===== src/rtl/fpmul_arbiter.sv =====
// Round-robin arbiter/sequencer that time-shares one multiplier32FP core among
// N_REQ requesters and returns product, sticky flags and requester id.
module fpmul_arbiter #(
  parameter int N_REQ = 4,
  parameter int ID_W  = $clog2(N_REQ)
) (
  input  logic                  clk,
  input  logic                  rst_n,
  input  logic [N_REQ-1:0]      req_valid,
  output logic [N_REQ-1:0]      req_ready,
  input  logic [N_REQ*32-1:0]   req_a,
  input  logic [N_REQ*32-1:0]   req_b,
  output logic                  rsp_valid,
  input  logic                  rsp_ready,
  output logic [ID_W-1:0]       rsp_id,
  output logic [31:0]           rsp_product,
  output logic [3:0]            rsp_flags,
  output logic                  mul_start_o,
  output logic [31:0]           mul_a_o,
  output logic [31:0]           mul_b_o,
  input  logic [31:0]           mul_product_i,
  input  logic                  mul_done_i,
  input  logic                  mul_nan_i,
  input  logic                  mul_inf_i,
  input  logic                  mul_ovf_i,
  input  logic                  mul_unf_i,
  output logic [15:0]           op_count_o
);

  typedef enum logic [1:0] {IDLE, ISSUE, WAIT, RESP} state_t;

  state_t          state_q;
  logic [ID_W-1:0] rr_q, id_q;
  logic [31:0]     op_a_q, op_b_q, prod_q;
  logic [3:0]      flags_q;
  logic [15:0]     cnt_q;
  logic            start_q, rsp_vld_q;

  logic            gnt_found;
  logic [ID_W-1:0] gnt_idx;

  // Scan downward in distance from rr_q so the nearest valid requester wins.
  always_comb begin
    gnt_found = 1'b0;
    gnt_idx   = '0;
    for (int k = N_REQ - 1; k >= 0; k--) begin
      int idx;
      idx = int'(rr_q) + k;
      if (idx >= N_REQ) idx = idx - N_REQ;
      if (req_valid[idx]) begin
        gnt_found = 1'b1;
        gnt_idx   = ID_W'(idx);
      end
    end
  end

  always_comb begin
    req_ready = '0;
    if (state_q == IDLE && gnt_found) req_ready[gnt_idx] = 1'b1;
  end

  always_ff @(posedge clk or negedge rst_n) begin
    if (!rst_n) begin
      state_q   <= IDLE;
      rr_q      <= '0;
      id_q      <= '0;
      op_a_q    <= '0;
      op_b_q    <= '0;
      prod_q    <= '0;
      flags_q   <= '0;
      cnt_q     <= '0;
      start_q   <= 1'b0;
      rsp_vld_q <= 1'b0;
    end else begin
      start_q <= 1'b0;
      case (state_q)
        IDLE: if (gnt_found) begin
          op_a_q  <= req_a[{gnt_idx, 5'd0} +: 32];
          op_b_q  <= req_b[{gnt_idx, 5'd0} +: 32];
          id_q    <= gnt_idx;
          start_q <= 1'b1;
          state_q <= ISSUE;
        end
        ISSUE: begin
          flags_q <= '0;
          state_q <= WAIT;
        end
        // Core flags are single-cycle pulses, so they are made sticky here.
        WAIT: begin
          flags_q <= flags_q | {mul_nan_i, mul_inf_i, mul_ovf_i, mul_unf_i};
          if (mul_done_i) begin
            prod_q    <= mul_product_i;
            rsp_vld_q <= 1'b1;
            state_q   <= RESP;
          end
        end
        RESP: if (rsp_ready) begin
          rr_q      <= (int'(id_q) == N_REQ - 1) ? '0 : id_q + 1'b1;
          cnt_q     <= cnt_q + 16'd1;
          rsp_vld_q <= 1'b0;
          state_q   <= IDLE;
        end
        default: state_q <= IDLE;
      endcase
    end
  end

  assign mul_start_o = start_q;
  assign mul_a_o     = op_a_q;
  assign mul_b_o     = op_b_q;
  assign rsp_valid   = rsp_vld_q;
  assign rsp_id      = id_q;
  assign rsp_product = prod_q;
  assign rsp_flags   = flags_q;
  assign op_count_o  = cnt_q;

endmodule


===== config.mk =====
export PLATFORM = sky130hd
export DESIGN_NAME = fpmul_arbiter
export DESIGN_NICKNAME = d
export VERILOG_FILES = /design/src/rtl/fpmul_arbiter.sv
export SDC_FILE = /design/constraint.sdc
export NUM_CORES = 1
export LEC_CHECK = 0
export CORE_AREA = 8 8 157 159
export CTS_BUF_LIST = sky130_fd_sc_hd__clkbuf_16
export DETAILED_ROUTE_END_ITERATION = 8
export DIE_AREA = 0 0 165 167
export PLACE_DENSITY = 0.67
export SETUP_SLACK_MARGIN = 0.1
export SLEW_MARGIN = 15
export SYNTH_ARGS = -nofsm -noshare
export SYNTH_HDL_FRONTEND = slang
export SYNTH_SLANG_ARGS = --single-unit

===== constraint.sdc =====
create_clock -name clk -period 4.3 [get_ports clk]
set_input_delay 1.075 -clock clk [delete_from_list [all_inputs] [get_ports clk]]
set_output_delay 1.075 -clock clk [all_outputs]
set_load 0.02 [all_outputs]

==> Flow_metrics.wiki, run 1 <==
{| class="wikitable"
! Metric !! Value
|-
| Chip Width || 165 µm
|-
| Tot GR Track Use || 21.8%
|-
| Post-synth EDFFs || 0
|-
| Total wirelength of the detailed-routed design || 30.9 mm
|-
| Minimum hold slack || 0.476 ns
|-
| Cell with the largest stage delay on the worst path || clkdlybuf4s50_1
|-
| Cell count of the worst reg-to-reg path || 7
|-
| Setup TNS || 0 ns
|-
| Maximum clock frequency || 0.243 GHz
|-
| Slew at the pin closest to its max-slew limit || 0.856 ns
|-
| Fin nets || 1398
|-
| Area fraction in compound gates after synthesis || 20.5%
|-
| Largest net degree at the start of global routing || 69
|-
| Synth Area in Adders || 0.910%
|-
| Flops & latches, synth || 124
|-
| Post-route DRC || 0
|-
| Vertical die dimension || 167 µm
|-
| Power density over the cells || 641 nW/µm²
|-
| Final routed wire length divided by cell count || 22.2 µm
|-
| Max stage delay on crit path || 0.70 ns
|-
| Floorplan core area || 22200 µm²
|-
| H-tree level count || 4
|-
| Vias after detailed routing || 7150
|-
| Period Utilization, post-route || 95.6%
|-
| Clock slew at reported path FFs || 0.06 ns
|-
| CP arrival || 3.03 ns
|-
| Top FF cell, synth || dfrtp_1
|-
| Proportion of synthesized chip area in sequential cells || 45.1%
|-
| Type of the most critical hold path || flip-flop to flip-flop
|-
| CP Max Fanout || 4
|-
| Design Power || 0.00766 W
|-
| Initial core utilization || 30.9%
|-
| CTS Buf Count || 17
|-
| Kind of end point of the critical path || output port
|-
| Leading post-synthesis cells by cell area || dfrtp_1, mux2i_1, a21o_1
|-
| Mean number of vias per cell || 5.14
|-
| TritonCTS clock tree || yes
|-
| Simple logic cell fraction of the synthesized area || 11.7%
|-
| Number of cells traversed by the worst hold path || 1
|-
| Via count of the first global-routing pass || 7528
|-
| I/O pin count || 424
|-
| Required time reported for the critical path endpoint || 3.22 ns
|-
| Dominant combinational cell family by area after synthesis || compound AO/OA/AOI/OAI gates
|-
| 1st-pass router iterations || 4
|-
| Largest area contributor in the synthesized netlist || dfrtp_1
|-
| Synthesized instance count || 697
|-
| Count of input and output buffers || 423
|-
| Net Count, Synth || 1002
|-
| Worst max-slew margin expressed relative to the limit || 42.9%
|-
| Number of hold violations in the final report || 0
|-
| Area of the multi-input gates || 3500 µm²
|-
| Average cell area after synthesis || 9.87 µm²
|-
| Clock root buffer master || clkbuf_16
|-
| Series of cell instances along the critical path || clkdlybuf4s50_1, or2_1, nor3_2, nand2b_2, nor3_1, clkdlybuf4s50_1
|-
| Clock sink count || 124
|-
| Minimum period implied by the final worst setup slack || 4.11 ns
|-
| Reported leakage power || 5.00 nW
|-
| Number of distinct library cells after synthesis || 37
|-
| Worst setup path class || input pin to output port
|-
| Antenna viol nets, final || 0
|-
| Fillers || 2036
|-
| Max-slew violation total from the final report || 0
|-
| Mux share of post-synthesis cell area || 15.0%
|-
| Worst Skew || 0.00968 ns
|-
| Bufs on Longest Clock Path || 2
|-
| Post-layout utilization of the core || 53.8%
|-
| Outcome || completed
|-
| Endpoints failing setup || 0
|-
| Most used cell, CP || clkdlybuf4s50_1
|-
| Leading cell type by number of instances after synthesis || dfrtp_1
|-
| Standard-cell rows || 55
|-
| Iteration-0 DRC count of the detailed router || 469
|-
| XOR/XNOR share of the synthesized area || 1.91%
|-
| Unrepaired setup endpoints after global routing || false
|-
| Area share of the largest cell type after synthesis || 45.1%
|-
| Total die area || 27600 µm²
|-
| Fraction of final layout cells with drive strength greater than 1 || 8.05%
|-
| Antenna violations before repair || 1
|-
| Reported max-cap violation count || 0
|-
| Ranking of synthesized cells by instance count || dfrtp_1, nand2_1, nand3_1
|-
| Routability congestion estimate from global placement || 0.788
|-
| Relative area change from synthesis to final layout || 73.9%
|-
| Crit start category || input pin
|-
| Synth warnings || 0
|-
| Largest vdd supply drop || 436 µV
|-
| HPWL after detailed placement || 22.4 mm
|-
| Overflow left after global routing || 0
|-
| Mapped Area || 6880 µm²
|-
| Share of flip-flops with an asynchronous set or reset after synthesis || 100%
|-
| Wire length of the first global-routing pass || 46.0 mm
|-
| Clock Latency Late Sink || 0.41 ns
|-
| Sequential cell area in the final layout || 3100 µm²
|}
==> path summary, 6_finish.rpt <==
kind / slack [ns] / startpoint / end
setup / recovery: 0.19 / req_valid[1] / req_ready[1]
hold / removal: 0.48 / op_count_o[15] / op_count_o[15]
setup reg to reg: 1.52 / rr_q[1] / mul_a_o[7]
hold reg to reg: 0.48 / op_count_o[15] / op_count_o[15]
max in group asynchronous: 2.84 / rst_n / mul_a_o[13]
min in group asynchronous: 0.61 / rst_n / rsp_flags[3]
==> critical path, delay by kind of cell <==
family	cells	cell delay, ns
buffers and inverters	2	1.27
AND/OR/NAND/NOR	4	0.69
==> cell type report <==
cell class / instances / area share, %
antenna: 1 / 0.0209
clock buffer: 17 / 3.56
clock inverter: 14 / 1.62
inverter: 6 / 0.188
multi-input combinational: 507 / 29.3
sequential: 124 / 25.9
tap: 285 / 2.98
timing repair buffer: 437 / 36.4
==> flip-flops by register name, indices dropped and copies added, names as in the netlist <==
| register | count |
|---|---|
| mul_a_o | 32 |
| mul_b_o | 32 |
| mul_start_o | 1 |
| op_count_o | 16 |
| rr_q | 2 |
| rsp_flags | 4 |
| rsp_id | 2 |
| rsp_product | 32 |
| rsp_valid | 1 |
| state_q | 2 |
==> stage by stage <==
| stage | std cells | instance area, µm² | setup slack (ns) |
|---|---|---|---|
| final | 1391 | 12000 | 0.191 |
| after global routing | 1391 | 12000 | 0.109 |
| after CTS | 1390 | 12000 | 0.144 |
| after detailed placement | 1359 | 11300 | 0.166 |
| after global placement | 1359 | 11300 | 0.161 |
| after floorplan | 697 | 6880 | 0.987 |
==> metal layers <==
| layer | track usage, % | wire [µm] | share of wire (%) |
|---|---|---|---|
| met2 | 35.1 | 14800 | 48 |
| met4 | 8.39 | 791 | 2.6 |
| met5 | 0 | 0 | 0 |
| met1 | 26.4 | 12300 | 40 |
| met3 | 7.17 | 3000 | 9.7 |
==> where the power goes <==
part | total (W) | internal, W | switching (W)
clock | 0.00154 | 0.000971 | 0.000573
combinational | 0.00412 | 0.00189 | 0.00223
sequential | 0.00200 | 0.00170 | 0.000305
total | 0.00766 | 0.00456 | 0.00310
==> placed cells by master (no fill, tap or decap), drive strengths merged, types with 2 or more instances in the layout <==
cell type,instances
o21ai,68
clkinv,7
dlymetal6s2s,2
and3,3
bufinv,4
nand2,79
nand2b,3
a21o,65
nand3,70
dfrtp,124
buf,15
o211ai,65
mux2i,65
nand4,3
xnor2,13
ha,5
nor2b,2
mux2,34
inv,8
nor3,2
nor2,10
clkdlybuf4s50,420
xor2,2
and4,2
a21oi,8
clkbuf,17
==> kinds of logic (layout without fill, tap and decap cells) <==
logic type	after synthesis	count (layout)
flip-flops	124	124
AO/OA/AOI/OAI	211	211
multiplexers	99	99
AND/OR/NAND/NOR	177	177
adder cells (fa/ha/maj)	5	5
buffers and inverters	66	474
other	0	1
XOR/XNOR	15	15
==> repair_timing <==
item | in CTS | in global routing
hold buffers | 0 | 0
setup endpoints to repair | 0 | 2
resized for setup | 0 | 2
setup buffers | 0 | 0
Power figures use the tool's default switching activity.
==> run 2, diff against run 1 <==
--- a/config.mk
+++ b/config.mk
@@ -11,6 +11,7 @@
 export DIE_AREA = 0 0 165 167
 export PLACE_DENSITY = 0.67
 export SETUP_SLACK_MARGIN = 0.1
+export SKIP_LAST_GASP = 1
 export SLEW_MARGIN = 15
 export SYNTH_ARGS = -nofsm -noshare
 export SYNTH_HDL_FRONTEND = slang
==> results of run 2 <==
Same layout as run 1: the final DEF is identical, and so are final timing and power.
